`config.mk`:
```
export PLATFORM = sky130hd
export DESIGN_NAME = cpu_program_loader
export DESIGN_NICKNAME = d
export VERILOG_FILES = /design/src/rtl/cpu_loader_pkg.sv /design/src/rtl/cpu_loader_wdog.sv /design/src/rtl/cpu_program_loader.sv
export SDC_FILE = /design/constraint.sdc
export NUM_CORES = 1
export LEC_CHECK = 0
export BUFFER_PORTS_ARGS = -buffer_cell sky130_fd_sc_hd__clkbuf_2
export CORE_AREA = 2 2 60 57
export CTS_BUF_LIST = sky130_fd_sc_hd__clkbuf_8
export CTS_CLUSTER_DIAMETER = 200
export DETAILED_ROUTE_END_ITERATION = 10
export DIE_AREA = 0 0 62 59
export PLACE_DENSITY = 0.68
export SETUP_SLACK_MARGIN = 0.5
export SLEW_MARGIN = 20
export SYNTH_ARGS = -nofsm -noshare
export SYNTH_HDL_FRONTEND = slang
export SYNTH_SLANG_ARGS = --single-unit
export TNS_END_PERCENT = 20
```
`constraint.sdc`:
```
create_clock -name clk -period 3.22 [get_ports clk]
set_input_delay 0.644 -clock clk [delete_from_list [all_inputs] [get_ports clk]]
set_output_delay 0.644 -clock clk [all_outputs]
set_load 0.01 [all_outputs]
```
`src/rtl/cpu_loader_pkg.sv`:
```
// Shared types and constants for the CPU program loader: state encoding, default sizes and
// the two CPU opcodes (the bench uses the opcodes too).
package cpu_loader_pkg;

  localparam int DATA_WIDTH_DEF     = 10;
  localparam int MEM_DEPTH_DEF      = 8;
  localparam int ADDR_WIDTH_DEF     = 3;
  localparam int TIMEOUT_CYCLES_DEF = 255;

  localparam logic OP_ADD = 1'b0;
  localparam logic OP_NOT = 1'b1;

  typedef enum logic [2:0] {
    LD_INSTR,
    LD_DATA,
    START,
    RUN,
    DUMP_RD,
    DUMP_CAP,
    DUMP_OUT
  } loader_state_e;

endpackage

```
`src/rtl/cpu_loader_wdog.sv`:
```
// Run watchdog for the program loader: counts enabled cycles since the last clear and flags the
// cycle that completes TIMEOUT_CYCLES of them. Only built when LOADER_TIMEOUT_EN is defined.
module cpu_loader_wdog #(
  parameter int TIMEOUT_CYCLES = 255
) (
  input  logic clk,
  input  logic rstn,
  input  logic clr,
  input  logic en,
  output logic expired
);

  localparam int CW = $clog2(TIMEOUT_CYCLES + 1);

  logic [CW-1:0] count;

  // count holds the RUN cycles already completed, so a match here marks the final allowed cycle
  assign expired = en && (count == CW'(TIMEOUT_CYCLES - 1));

  always_ff @(posedge clk) begin
    if (!rstn) begin
      count <= '0;
    end else if (clr) begin
      count <= '0;
    end else if (en && !expired) begin
      count <= count + CW'(1);
    end
  end

endmodule

```
`src/rtl/cpu_program_loader.sv`:
```
// Host-side loader for the 8-entry FSM CPU: loads instruction/data memory, starts the CPU, waits
// for completion and streams data memory back out. Optional run watchdog: define LOADER_TIMEOUT_EN.
module cpu_program_loader
  import cpu_loader_pkg::*;
#(
  parameter int DATA_WIDTH     = DATA_WIDTH_DEF,
  parameter int MEM_DEPTH      = MEM_DEPTH_DEF,
  parameter int ADDR_WIDTH     = ADDR_WIDTH_DEF,
  parameter int TIMEOUT_CYCLES = TIMEOUT_CYCLES_DEF
) (
  input  logic                  clk,
  input  logic                  rstn,
  input  logic                  s_valid,
  output logic                  s_ready,
  input  logic [DATA_WIDTH-1:0] s_data,
  output logic                  im_wr_en,
  output logic [ADDR_WIDTH-1:0] im_wr_addr,
  output logic [DATA_WIDTH-1:0] im_wr_data,
  output logic [ADDR_WIDTH-1:0] dm_addr,
  output logic                  dm_wr_en,
  output logic                  dm_rd_en,
  output logic [7:0]            dm_wr_data,
  input  logic [7:0]            dm_rd_data,
  output logic                  mem_owner,
  output logic                  cpu_start,
  input  logic                  cpu_done,
  output logic                  m_valid,
  input  logic                  m_ready,
  output logic [7:0]            m_data,
  output logic                  m_last,
  output logic                  busy,
  output logic                  err_timeout
);

  // one spare bit so the MEM_DEPTH-1 compare never depends on wrap-around
  localparam int CW = ADDR_WIDTH + 1;

  loader_state_e state, state_n;
  logic [CW-1:0] cnt, cnt_n;
  logic          mem_owner_n;
  logic          m_valid_n;
  logic [7:0]    m_data_n;
  logic          m_last_n;
  logic          busy_n;
  logic          err_timeout_n;
  logic          last_word;
  logic          wdog_clr;
  logic          wdog_en;
  logic          wdog_expired;

  assign last_word = (cnt == CW'(MEM_DEPTH - 1));

`ifdef LOADER_TIMEOUT_EN
  cpu_loader_wdog #(
    .TIMEOUT_CYCLES(TIMEOUT_CYCLES)
  ) u_wdog (
    .clk    (clk),
    .rstn   (rstn),
    .clr    (wdog_clr),
    .en     (wdog_en),
    .expired(wdog_expired)
  );
`else
  logic unused_wdog;
  assign unused_wdog  = ^{wdog_clr, wdog_en, (TIMEOUT_CYCLES != 0)};
  assign wdog_expired = 1'b0;
`endif

  always_ff @(posedge clk) begin
    if (!rstn) begin
      state       <= LD_INSTR;
      cnt         <= '0;
      mem_owner   <= 1'b1;
      m_valid     <= 1'b0;
      m_data      <= '0;
      m_last      <= 1'b0;
      busy        <= 1'b0;
      err_timeout <= 1'b0;
    end else begin
      state       <= state_n;
      cnt         <= cnt_n;
      mem_owner   <= mem_owner_n;
      m_valid     <= m_valid_n;
      m_data      <= m_data_n;
      m_last      <= m_last_n;
      busy        <= busy_n;
      err_timeout <= err_timeout_n;
    end
  end

  always_comb begin
    state_n       = state;
    cnt_n         = cnt;
    mem_owner_n   = mem_owner;
    m_valid_n     = m_valid;
    m_data_n      = m_data;
    m_last_n      = m_last;
    busy_n        = busy;
    err_timeout_n = err_timeout;
    s_ready       = 1'b0;
    im_wr_en      = 1'b0;
    im_wr_addr    = cnt[ADDR_WIDTH-1:0];
    im_wr_data    = s_data;
    dm_addr       = cnt[ADDR_WIDTH-1:0];
    dm_wr_en      = 1'b0;
    dm_rd_en      = 1'b0;
    dm_wr_data    = s_data[7:0];
    cpu_start     = 1'b0;
    wdog_clr      = 1'b0;
    wdog_en       = 1'b0;

    case (state)
      LD_INSTR: begin
        s_ready = 1'b1;
        if (s_valid) begin
          im_wr_en = 1'b1;
          // a fresh load acknowledges any earlier watchdog trip
          if (cnt == '0) err_timeout_n = 1'b0;
          if (last_word) begin
            cnt_n   = '0;
            state_n = LD_DATA;
          end else begin
            cnt_n = cnt + CW'(1);
          end
        end
      end

      LD_DATA: begin
        s_ready = 1'b1;
        if (s_valid) begin
          dm_wr_en = 1'b1;
          if (last_word) begin
            cnt_n   = '0;
            busy_n  = 1'b1;
            state_n = START;
          end else begin
            cnt_n = cnt + CW'(1);
          end
        end
      end

      START: begin
        cpu_start   = 1'b1;
        wdog_clr    = 1'b1;
        mem_owner_n = 1'b0;
        state_n     = RUN;
      end

      RUN: begin
        wdog_en = 1'b1;
        // completion takes priority over a watchdog trip in the same cycle
        if (cpu_done) begin
          mem_owner_n = 1'b1;
          cnt_n       = '0;
          state_n     = DUMP_RD;
        end else if (wdog_expired) begin
          err_timeout_n = 1'b1;
          mem_owner_n   = 1'b1;
          cnt_n         = '0;
          state_n       = DUMP_RD;
        end
      end

      DUMP_RD: begin
        dm_rd_en = 1'b1;
        state_n  = DUMP_CAP;
      end

      DUMP_CAP: begin
        m_data_n  = dm_rd_data;
        m_valid_n = 1'b1;
        m_last_n  = last_word;
        state_n   = DUMP_OUT;
      end

      DUMP_OUT: begin
        if (m_ready) begin
          m_valid_n = 1'b0;
          if (m_last) begin
            busy_n  = 1'b0;
            cnt_n   = '0;
            state_n = LD_INSTR;
          end else begin
            cnt_n   = cnt + CW'(1);
            state_n = DUMP_RD;
          end
        end
      end

      default: begin
        state_n = LD_INSTR;
      end
    endcase
  end

endmodule

```
After elaboration in Yosys (flattened, before gate mapping)
Index checks and enable logic that the tools add are counted.
W data, S select, Z words.
- muxes and demuxes: 29
- $add $sub $neg: 1
- equality and inequality tests: 15
- reductions and logical operators: 11
- operators by type and width (operator ; count):
    $mux W3 ; 7
    $pmux W3 S7 ; 1
    $mux W4 ; 5
    $ne A2 B2 Y1 const B ; 7
    $mux W1 ; 12
    $pmux W4 S3 ; 1
    $eq A3 B3 Y1 const B ; 3
    $eq A3 B2 Y1 const B ; 2
    $pmux W1 S2 ; 3
    $reduce_and A6 Y1 ; 1
    $reduce_bool A2 Y1 ; 3
    $reduce_and A5 Y1 ; 1
    $add A4 B1 Y4 const B ; 1
    $eq A4 B3 Y1 const B ; 1
    $reduce_and A2 Y1 ; 2
    $reduce_and A4 Y1 ; 1
    $eq A3 B1 Y1 const B ; 1
    $logic_not A3 Y1 ; 1
    $reduce_bool A3 Y1 ; 1
    $ne A2 B1 Y1 const B ; 1
    $reduce_or A2 Y1 ; 1
- register bits: 19
- word-level logic and storage cells: 63

Depth between registers and ports, before layout
Gate-level depths: netlist of the first run.
- depth in word-level cells: 4
- depth in mapped cells: 5

Least setup slack after synthesis of the first run
OpenSTA, ideal clock, no wires.
- path type: register to output
- start: register state[0]
- end: output im_wr_en
- slack: 1.454 ns
- buffers on the path: 2
- data arrival time: 1.122 ns
- cell stages (with the launch flop): 4
- required time: 2.576 ns
- cell sequence: dfxtp_1 > clkbuf_4 > clkbuf_1 > nor4b_1
- word-level cells in the longest chain between the ends: 2
- ends and longest elaborated chain (element ; RTL line ; RTL):
    from (decl) ; cpu_program_loader.sv:38 ; loader_state_e state, state_n;
    from (signal assigned) ; cpu_program_loader.sv:80 ; state <= state_n;
    $logic_not A3 Y1 ; cpu_program_loader.sv:112 ; case (state)
    $mux W1 ; cpu_program_loader.sv:112 ;
    to (decl) ; cpu_program_loader.sv:16 ; output logic im_wr_en,
No other way between the ends.

Final worst setup path of the first run
- start: register state[1]
- end: output cpu_start
- word-level cells in the longest chain between the ends: 2
- ends and longest elaborated chain (element ; RTL line ; RTL):
    $eq A3 B2 Y1 ; cpu_program_loader.sv:112 ;
    $mux W1 ; -- ;
    to (decl) ; cpu_program_loader.sv:25 ; output logic cpu_start,
No other way between the ends.

==> results of run 1 <==
-- cells in the final DEF, fill, tap and decap left out, types with 2 or more instances in the layout --
master    netlist  final
a21boi_1        5      5
nor3_1          3      3
clkbuf_2        0     35
nor2_1          7      7
inv_1           1      2
o21ai_1         3      3
nand2_1        13     13
clkbuf_8        0      3
a31oi_1         4      4
dfxtp_1        19     19
o211ai_1        3      3
a21oi_1        12     12
nand3_1        11     11
nand4b_1        2      2
o21ai_0         4      4
-- state kept, by name (all words and copies together), names as in the netlist --
register,cells
cnt,4
busy,1
m_last,1
mem_owner,1
m_data,8
state,3
m_valid,1
-- cell type report --
type / count / share of cell area, %
clock buffer: 3 / 3.44
clock inverter: 1 / 0.313
inverter: 3 / 0.938
multi-input combinational: 87 / 44.1
sequential: 19 / 31.7
tap: 42 / 4.38
timing repair buffer: 36 / 15.2
-- per-stage QoR --
step           std cells  area (um2)  util (%)
6_report             191        1200      40.4
5_1_grt              191        1200      40.4
4_1_cts              191        1200      40.4
3_5_place_dp         187        1160      38.9
3_3_place_gp         187        1160      38.9
2_1_floorplan        141        1160         -
-- worst max-delay path: stages, from the launching register on --
cell and delay, ns:
dfxtp_1 0.59, inv_1 0.24, nor3_1 0.26, clkbuf_2 0.19
-- path summary, 6_finish.rpt --
check            start   endpoint  cells after the start  slack [ns]
max           state[1]  cpu_start                      3        1.04
min          m_data[0]  m_data[0]                      2        0.46
max reg2reg   state[2]     m_last                      4        1.34
min reg2reg  m_data[0]  m_data[0]                      2        0.46
-- per-layer routing --
| metal | part of all wire, % | track usage, % | up-vias |
|---|---|---|---|
| li1 | - | - | 484 |
| met1 | 46 | 19.3 | 446 |
| met2 | 48 | 23.2 | 30 |
| met3 | 5.4 | 3.71 | 6 |
| met4 | 0.96 | 3.65 | 0 |
| met5 | 0 | 0 | - |
-- kinds of logic after synthesis --
logic type | Yosys count | share of synthesized area, %
and+or+nand+nor | 48 | 24.2
DFF | 19 | 32.8
adders and majority gates | 1 | 1.08
buffers and inverters | 35 | 21.7
AOI/OAI and AO/OA | 36 | 19.1
other | 1 | 0.323
muxes | 1 | 0.862
-- power by group through the flow --
| stage | Sequential (W) | Combinational (W) | Clock (W) |
|---|---|---|---|
| finish | 0.000239 | 0.0000298 | 0.000161 |
| global route | 0.000240 | 0.0000335 | 0.000176 |
| CTS | 0.000239 | 0.0000301 | 0.000165 |
| detailed placement | 0.000245 | 0.0000301 | 0 |
| global placement | 0.000245 | 0.0000294 | 0 |
| floorplan | 0.000244 | 0.0000462 | 0 |
==> impl_results.md, run 1 <==
* DRT Pass-1 Iters at 4
* CTS buffer count at 3
* Total grt overflow at 0
* Initial antenna violation count at 0
* Internal power at 0.000336 W
* Clock Tree Buf Depth at 2
* WL final at 2.39 mm
* CP required at 2.58 ns
* Largest net degree at the start of global routing at 17
* Post-synth top area cell: dfxtp_1
* Total global-route track usage at 14.5%
* Seq/Total Area, Yosys at 32.8%
* Post-synth EDFFs at 0
* Post-synth top area share at 32.8%
* Least-Margin Pin Slew at 0.696 ns
* Share of cells above drive strength 1 at 32.2%
* Sw power at 0.0000944 W
* # DRC at 0
* Synth Register Bits at 19
* Setup CP Type: reg -> out
* Yosys cell types at 40
* Number of global-route vias before repair at 923
* CTS sink cnt at 19
* Post-synth net total at 165
* CP startpoint kind: register
* VDD IR max at 0.000306 V
* Status: completed
* Via count at 966
* Root Buffer: clkbuf_8
* Reg area at 380 um2
* Layout Nets at 174
* Fin. Hold Viols at 0
* Sw Ratio at 21.9%
* GP Congestion at 0.832
* Port Buffers at 35
* Clock network power share at 37.5%
* PD cells at 358 nW/um2
* Total Power at 0.000430 W
* Setup Viol. Count Final at 0
* Postcts setup bufs at 0
* Worst-path clk slew at 0.07 ns
* Synth warnings at 0
* H-tree depth at 1
* FILL cells at 317
* # diodes at 0
* Die W at 62 um
* CTS tree: built
* Syn Inst Count at 141
* Combinational power share at 6.9%
* Number of gates resized after cts at 0
* Hold Slack at 0.460 ns
* Drt wl/cell at 12.5 um
* Via-per-instance ratio at 5.06
* Die Y-Extent at 59 um
* Area of the die at 3660 um2
* Worst-path fanout max at 15
* Setup TNS at 0 ns
* Top cells by count, synth: buf_4, dfxtp_1, nand2_1, a21oi_1, nand3_1
* Endpoint type of the worst setup path: primary output
* Largest cells by area after synthesis: dfxtp_1, buf_4, a21oi_1
* Number of cell rows at 19
* Final WS setup at 1.04 ns
* Hpwl dp at 1.82 mm
* Initial Util at 39.1%
* Post-CTS Hold Buffers at 0
* Synthesized area at 1160 um2
* Post-Place Worst Slack at 1.33 ns
* Worst Hold Class: reg -> reg
* I/O pins at 65
* Worst Skew at 0.00162 ns
* Skew-Pair Late Insertion Delay at 0.25 ns
* Violation count after the first detailed-route iteration at 16
* Most numerous cell in the Yosys netlist: buf_4
* ANT nets after route at 0
* Area Overhead vs Synth at 3.45%
* Ys async rst share at 0%
* Maximum Capacitance Violations at 0
* Reg power frac at 55.6%
* CORE AREA at 2970 um2
* Max Clock Freq at 0.458 GHz
* Relative slew margins at 53.5%
* RSZ-0062 raised after global routing: no
* Syn avg cell area at 8.23 um2
* Pleak at 0.495 nW
* Fin crit share at 67.8%
* Multi-input gate area at 529 um2
* Slew Viols, Final at 0
* Min Tclk post-route at 2.18 ns
* Critical Path AT at 1.54 ns
* First-pass GRT wire length at 4.08 mm
* Ys flop type: dfxtp_1
(Power assumes the default switching activity.)
==> run 2: changes to the inputs <==
--- a/config.mk
+++ b/config.mk
@@ -5,13 +5,14 @@
 export SDC_FILE = /design/constraint.sdc
 export NUM_CORES = 1
 export LEC_CHECK = 0
+export ABC_AREA = 1
 export BUFFER_PORTS_ARGS = -buffer_cell sky130_fd_sc_hd__clkbuf_2
-export CORE_AREA = 2 2 60 57
+export CORE_AREA = 2 2 63 59
 export CTS_BUF_LIST = sky130_fd_sc_hd__clkbuf_8
 export CTS_CLUSTER_DIAMETER = 200
 export DETAILED_ROUTE_END_ITERATION = 10
-export DIE_AREA = 0 0 62 59
-export PLACE_DENSITY = 0.68
+export DIE_AREA = 0 0 65 61
+export PLACE_DENSITY = 0.7
 export SETUP_SLACK_MARGIN = 0.5
 export SLEW_MARGIN = 20
 export SYNTH_ARGS = -nofsm -noshare
==> constraint.sdc (replaced) <==
create_clock -name clk -period 2 [get_ports clk]
set_input_delay 0.4 -clock clk [delete_from_list [all_inputs] [get_ports clk]]
set_output_delay 0.4 -clock clk [all_outputs]
set_load 0.01 [all_outputs]
==> run 2 against run 1 <==
Compared with the run above: highest routed layer unchanged; sequential power up 60%; wire length up 5.5%; total power up 71%; register-to-register slack worse by 0.73 ns; combinational power up 120%; global-route usage down 0.48 points; worst hold slack worse by 0.053 ns; critical endpoint unchanged; non-clock buffer count up 9; sequential share of layout area down 4.8 points.
==> impl_results.md, run 2 <==
* Top cells by count, synth: buf_4, dfxtp_1, inv_1, nand2_1, a21oi_1 (was buf_4, dfxtp_1, nand2_1, a21oi_1, nand3_1)
* Largest family of logic cells by synthesized area: simple AND/OR/NAND/NOR gates (unchanged)
* GP Congestion at 0.812 (was 0.832)
* Clock network power share at 39.1% (was 37.5%)
* Synthesized area at 1280 um2 (was 1160 um2)
* Violation count after the first detailed-route iteration at 45 (was 16)
* Post-synth EDFFs at 0 (unchanged)
* Internal power at 0.000546 W (was 0.000336 W)
* Setup Viol. Count Final at 0 (unchanged)
* Layout Nets at 214 (was 174)
* Status: completed (unchanged)
* Post-CTS Hold Buffers at 0 (unchanged)
* Hpwl dp at 1.82 mm (about the same)
* # diodes at 0 (unchanged)
* Initial antenna violation count at 0 (unchanged)
* Largest cells by area after synthesis: dfxtp_1, buf_4, a21oi_1 (unchanged)
* Crit path depth at 5 (was 3)
* Via-per-instance ratio at 4.52 (was 5.06)
* Port Buffers at 35 (unchanged)
* Skew-Pair Late Insertion Delay at 0.27 ns (was 0.25 ns)
* # placed instances at 222 (was 187)
* Drt wl/cell at 10.8 um (was 12.5 um)
* Area of the die at 3970 um2 (was 3660 um2)
* R2R depth at 6 (was 4)
* CTS sink cnt at 19 (unchanged)
* CTS buffer count at 3 (unchanged)
* Most flop-heavy register: m_data (unchanged)
* Top flop regs: m_data: 8 flops, cnt: 4 flops, state: 3 flops (unchanged)
* Initial Util at 39.0% (was 39.1%)
* CP max stage delay at 0.38 ns (was 0.59 ns)
* Post-synth top area share at 29.8% (was 32.8%)
* WP buf/inv at 4 (was 2)
* DRT Pass-1 Iters at 4 (unchanged)
* Setup TNS at 0 ns (unchanged)
* Maximum Capacitance Violations at 0 (unchanged)
* Xor/xnor share of the synthesized area at 0.686% (was 0%)
* Slew Viols, Final at 0 (unchanged)
* CP required at 1.60 ns (was 2.58 ns)
* WHS Path Cells at 3 (was 2)
* Worst Hold Class: in -> reg (was reg -> reg)
* Critical Path AT at 1.13 ns (was 1.54 ns)
* Worst-path fanout max at 4 (was 15)
* Most numerous cell in the Yosys netlist: buf_4 (unchanged)
* VDD IR max at 0.000404 V (was 0.000306 V)
* Synth Register Bits at 19 (unchanged)
* Sw power at 0.000188 W (was 0.0000944 W)
* Total global-route track usage at 14.0% (was 14.5%)
* Final Non-Filler Cells at 233 (was 191)
* Fin. Hold Viols at 0 (unchanged)
* Root Buffer: clkbuf_8 (unchanged)
* Total grt overflow at 0 (unchanged)
* H-tree depth at 1 (unchanged)
* Yosys cell types at 28 (was 40)
* Synth Area in Adders at 0.979% (was 1.08%)
* Area Overhead vs Synth at 14.2% (was 3.45%)
* Pleak at 0.687 nW (was 0.495 nW)
* Max Clock Freq at 0.653 GHz
* Post-synth net total at 194 (was 165)
* Synth warnings at 0 (unchanged)
* Cell breakdown of the critical path: buf_6 > inv_4 > nand3_4 > inv_1 > clkbuf_2 (was inv_1 > nor3_1 > clkbuf_2)
* Die Y-Extent at 61 um (was 59 um)
* # DRC at 0 (unchanged)
* Worst-path clk slew at 0.08 ns (was 0.07 ns)
* Syn avg cell area at 7.51 um2 (was 8.23 um2)
* First-pass GRT wire length at 4.14 mm (was 4.08 mm)
* Min Tclk post-route at 1.53 ns
* Post-synthesis compound-gate area fraction at 13.1% (was 19.1%)
* Max reg flops at 8 (unchanged)
* WL final at 2.52 mm (was 2.39 mm)
* Seq/Total Area, Yosys at 29.8% (was 32.8%)
* Delay-heaviest family, CP: buffers and inverters (was flip-flops)
* Post-synth top area cell: dfxtp_1 (unchanged)
* RSZ-0062 raised after global routing: yes (was no)
* CP max stage cell: dfxtp_4 (was dfxtp_1)
* PD cells at 503 nW/um2 (was 358 nW/um2)
* ANT nets after route at 0 (unchanged)
* Clock Tree Buf Depth at 2 (unchanged)
* Share of cells above drive strength 1 at 41.8% (was 32.2%)
* Die W at 65 um (was 62 um)
* CTS tree: built (unchanged)
* Worst Skew at 0.00222 ns (was 0.00162 ns)
* Combinational power share at 8.8% (was 6.9%)
* Reg power frac at 52.1% (was 55.6%)
* Commonest non-fill, non-tap cell in the layout: clkbuf_2 (unchanged)
* Number of global-route vias before repair at 958 (was 923)
* Ys flop type: dfxtp_1 (unchanged)
* Number of cell rows at 20 (was 19)
* Sw Ratio at 25.6% (was 21.9%)
* Fin crit share at 76.5%
* CORE AREA at 3280 um2 (was 2970 um2)
* Mux cell area share after synthesis at 0% (was 0.862%)
* Via count at 1,054 (was 966)
* Simple-Gate Fraction of Synth Area at 29.8% (was 24.2%)
* Endpoint type of the worst setup path: primary output (unchanged)
* Most frequent cells in the layout: clkbuf_2, nand2_1, inv_1, a21oi_1, dfxtp_1 (was clkbuf_2, dfxtp_1, nand2_1, a21oi_1, nand3_1)
* Setup CP Type: reg -> out (unchanged)
* Ys async rst share at 0% (unchanged)
* Syn Inst Count at 170 (was 141)
* I/O pins at 65 (unchanged)
* Largest net degree at the start of global routing at 20 (was 17)
* CP startpoint kind: register (unchanged)
-- run 2: layer usage --
metal / share of wire [%] / routed length [um] / GRT usage (%)
met3: 7.4 / 185 / 4.45
met1: 45 / 1140 / 15.9
met5: 0 / 0 / 0
met2: 45 / 1140 / 23.6
met4: 2.1 / 54 / 8.21
-- run 2: power by group through the flow --
stage               Combinational (W)  Clock (W)  Sequential (W)
detailed placement          0.0000636          0        0.000396
global placement            0.0000645          0        0.000395
CTS                         0.0000655   0.000298        0.000383
floorplan                   0.0000847          0        0.000394
global route                0.0000739   0.000314        0.000383
finish                      0.0000648   0.000287        0.000382
-- run 2: final timing paths --
kind            startpoint        end  slack, ns
min          dm_rd_data[1]  m_data[1]       0.41
max reg2reg         cnt[0]   state[0]       0.61
min reg2reg      m_data[1]  m_data[1]       0.45
max               state[2]  cpu_start       0.47
-- run 2: layout make-up --
cell class	count	area (um2)
fillers	354	1820
multi-input cells	98	606
flip-flops and latches	19	392
repair buffers	45	262
inverters	23	96.3
well taps	44	55.1
clock buffers	3	41.3
clock inverters	1	7.51
-- run 2: timing repair --
action,in CTS,in global routing
buffers inserted,5,2
setup endpoints to repair,5,6
gates cloned,0,0
gates resized for setup,10,11
pin swaps,3,5
-- run 2: cell families (layout without fill, tap and decap cells) --
group                      after synthesis  in the layout
xor gates and xnor gates                 1              1
buffers and inverters                   53             72
DFF                                     19             19
other                                    1              1
AOI/OAI and AO/OA                       32             32
and+or+nand+nor                         63             63
adders and majority gates                1              1
-- run 2: through the flow --
step                      util [%]  worst slack (ns)  hold slack [ns]  cell area [um2]  total power [W]
after floorplan                  -             0.728            0.468             1280         0.000479
after global placement        39.7             0.538            0.434             1300         0.000460
after detailed placement      39.7             0.530            0.437             1300         0.000459
after CTS                     43.1             0.423            0.401             1410         0.000746
after global routing          44.5             0.411            0.422             1460         0.000771
final                         44.5             0.469            0.406             1460         0.000734
-- run 2: tightest hold or removal path, cell delays in order --
cell and delay (ns):
clkbuf_2 0.07, o21ai_0 0.07, a21oi_1 0.10
==> run 3: changes to the inputs <==
--- a/config.mk
+++ b/config.mk
@@ -12,7 +12,7 @@
 export CTS_CLUSTER_DIAMETER = 200
 export DETAILED_ROUTE_END_ITERATION = 10
 export DIE_AREA = 0 0 65 61
-export PLACE_DENSITY = 0.7
+export PLACE_DENSITY = 0.67
 export SETUP_SLACK_MARGIN = 0.5
 export SLEW_MARGIN = 20
 export SYNTH_ARGS = -nofsm -noshare
==> constraint.sdc (replaced) <==
create_clock -name clk -period 1.5 [get_ports clk]
set_input_delay 0.3 -clock clk [delete_from_list [all_inputs] [get_ports clk]]
set_output_delay 0.3 -clock clk [all_outputs]
set_load 0.01 [all_outputs]
==> run 3 against run 2 <==
Compared with the run above: register-to-register slack lost 0.44 ns; clock-buffer cell count is the same; cell area increased by 9.2%; total power is 30% higher; final cell count increased by 3.0%; wire length up 14%; sequential power up 35%; first-iteration DRC count fell by 51%; core utilization is 4.1 points higher; die area unchanged; highest routed layer unchanged.
==> impl_results.md, run 3 (synthesis results as in run 2) <==
* Drt wl/cell at 12.0 um (was 10.8 um)
* Most used cell, CP: inv_2
* Total grt overflow at 0 (unchanged)
* Port Buffers at 35 (unchanged)
* Worst-path fanout max at 3 (was 4)
* Design area at 1590 um2 (was 1460 um2)
* Die W at 65 um (unchanged)
* Violation count after the first detailed-route iteration at 22 (was 45)
* Worst-path clk slew at 0.07 ns (was 0.08 ns)
* Total global-route track usage at 15.4% (was 14.0%)
* Initial Util at 39.0% (unchanged)
* Critical Path AT at 1.10 ns (was 1.13 ns)
* Min Tclk post-route at 1.40 ns
* CP startpoint kind: register (unchanged)
* CP max stage cell: dfxtp_4 (unchanged)
* WL final at 2.88 mm (was 2.52 mm)
* GP Congestion at 0.868 (was 0.812)
* RSZ-0062 raised after global routing: yes (unchanged)
* Setup CP Type: reg -> out (unchanged)
* Number of global-route vias before repair at 1,029 (was 958)
* Delay-heaviest family, CP: flip-flops (was buffers and inverters)
* Fin crit share at 93.4%
* PD cells at 600 nW/um2 (was 503 nW/um2)
* Clock Tree Buf Depth at 2 (unchanged)
* Post-CTS Hold Buffers at 0 (unchanged)
* Skew-Pair Late Insertion Delay at 0.26 ns (was 0.27 ns)
* Area post-placement at 1380 um2 (was 1300 um2)
* Maximum Capacitance Violations at 0 (unchanged)
* Critical R2R Capture: cnt[3] (was state[0])
* DRT Pass-1 Iters at 4 (unchanged)
* Max reg flops at 8 (unchanged)
* Hpwl dp at 1.90 mm (was 1.82 mm)
* Commonest non-fill, non-tap cell in the layout: clkbuf_2 (unchanged)
* Die Y-Extent at 61 um (unchanged)
* CP max stage delay at 0.36 ns (was 0.38 ns)
* Fin. Hold Viols at 0 (unchanged)
* First-pass GRT wire length at 4.57 mm (was 4.14 mm)
* Most frequent cells in the layout: clkbuf_2, inv_1, a21oi_1, nand2_1, dfxtp_1 (was clkbuf_2, nand2_1, inv_1, a21oi_1, dfxtp_1)
* Setup TNS at 0 ns (unchanged)
* ANT nets after route at 0 (unchanged)
* Status: completed (unchanged)
* Most flop-heavy register: m_data (unchanged)
* FILL cells at 331 (was 354)
* Worst Skew at 0.00230 ns (was 0.00222 ns)
* Setup Viol. Count Final at 0 (unchanged)
* CTS buffer count at 3 (unchanged)
* Launching point of the worst reg2reg path: state[2] (was cnt[0])
* Multi-input gate area at 668 um2 (was 606 um2)
* Min-delay src: dm_rd_data[1] (unchanged)
* Largest net degree at the start of global routing at 12 (was 20)
* # DRC at 0 (unchanged)
* Initial antenna violation count at 0 (unchanged)
* WHS Path Cells at 3 (unchanged)
* Top flop regs: m_data: 8 flops, cnt: 4 flops, state: 3 flops (unchanged)
* Share of cells above drive strength 1 at 46.9% (was 41.8%)
* I/O pins at 65 (unchanged)
* WP buf/inv at 3 (was 4)
* FF-to-FF setup slack at 0.17 ns (was 0.61 ns)
* Pleak at 0.728 nW (was 0.687 nW)
* Area of the die at 3970 um2 (unchanged)
* Max Clock Freq at 0.714 GHz
* Layout Nets at 221 (was 214)
* H-tree depth at 1 (unchanged)
* CTS sink cnt at 19 (unchanged)
* VDD IR max at 0.000329 V (was 0.000404 V)
* # diodes at 0 (unchanged)
* R2R depth at 8 (was 6)
* Area Overhead vs Synth at 24.7% (was 14.2%)
* Reg area at 394 um2 (was 392 um2)
* Cell breakdown of the critical path: inv_2 > nand2_2 > nor2_4 > inv_2 > nor2_2 > buf_2 (was buf_6 > inv_4 > nand3_4 > inv_1 > clkbuf_2)
* Worst hold endpoint: m_data[1] (unchanged)
* Slew Viols, Final at 0 (unchanged)
* CORE AREA at 3280 um2 (unchanged)
* Endpoint type of the worst setup path: primary output (unchanged)
* Worst Hold Class: in -> reg (unchanged)
* Root Buffer: clkbuf_8 (unchanged)
* CP required at 1.20 ns (was 1.60 ns)
* CTS tree: built (unchanged)
* Number of cell rows at 20 (unchanged)
* Via count at 1,104 (was 1,054)
* Via-per-instance ratio at 4.60 (was 4.52)
==> run 3: cell type report <==
class	count	area share, %
multi-input cells	99	41.9
flip-flops and latches	19	24.7
repair buffers	51	21.1
inverters	23	5.89
well taps	44	3.46
clock buffers	3	2.59
clock inverters	1	0.236
==> run 3: worst max path at each step <==
| stage | start | end | slack [ns] | depth (start not counted) |
|---|---|---|---|---|
| floorplan | state[1] | im_wr_en | 0.36 | 4 |
| global placement | state[1] | cnt[1] | 0.19 | 9 |
| detailed placement | state[1] | cnt[1] | 0.17 | 9 |
| CTS | state[1] | im_wr_en | 0.07 | 5 |
| global route | state[1] | im_wr_en | 0.04 | 5 |
| finish | state[1] | dm_wr_en | 0.1 | 6 |
==> run 3: repair_timing <==
item                       4_1_cts  5_1_grt
resized for setup               12        9
setup endpoints to repair       42       42
pin swaps                        8        4
gates cloned                     1        0
buffers inserted                10        2
==> run 3: through the flow <==
step | cells | hold slack, ns | util (%) | power [W] | setup slack [ns]
3_5_place_dp | 223 | 0.438 | 42.2 | 0.000618 | 0.173
5_1_grt | 240 | 0.336 | 48.6 | 0.00101 | 0.0447
4_1_cts | 238 | 0.313 | 47.4 | 0.000972 | 0.0682
3_3_place_gp | 223 | 0.435 | 42.2 | 0.000618 | 0.186
6_report | 240 | 0.319 | 48.6 | 0.000956 | 0.0992
2_1_floorplan | 170 | 0.445 | - | 0.000644 | 0.362
==> run 3: report_power, final <==
| group | switching (W) | internal [W] |
|---|---|---|
| logic | 0.0000526 | 0.0000391 |
| registers | 0.00000888 | 0.000506 |
| clock network | 0.000167 | 0.000182 |
==> run 3: layer usage <==
metal,share of wire (%),GRT usage [%],vias up
met2,48,25.0,34
li1,-,-,568
met1,42,18.6,495
met5,0,0,-
met3,7.2,3.71,7
met4,2.3,10.0,0
==> run 3: tightest hold or removal path, cell delays in order <==
cell and delay, ns:
clkbuf_2 0.07, o21ai_0 0.07, a21oi_1 0.10
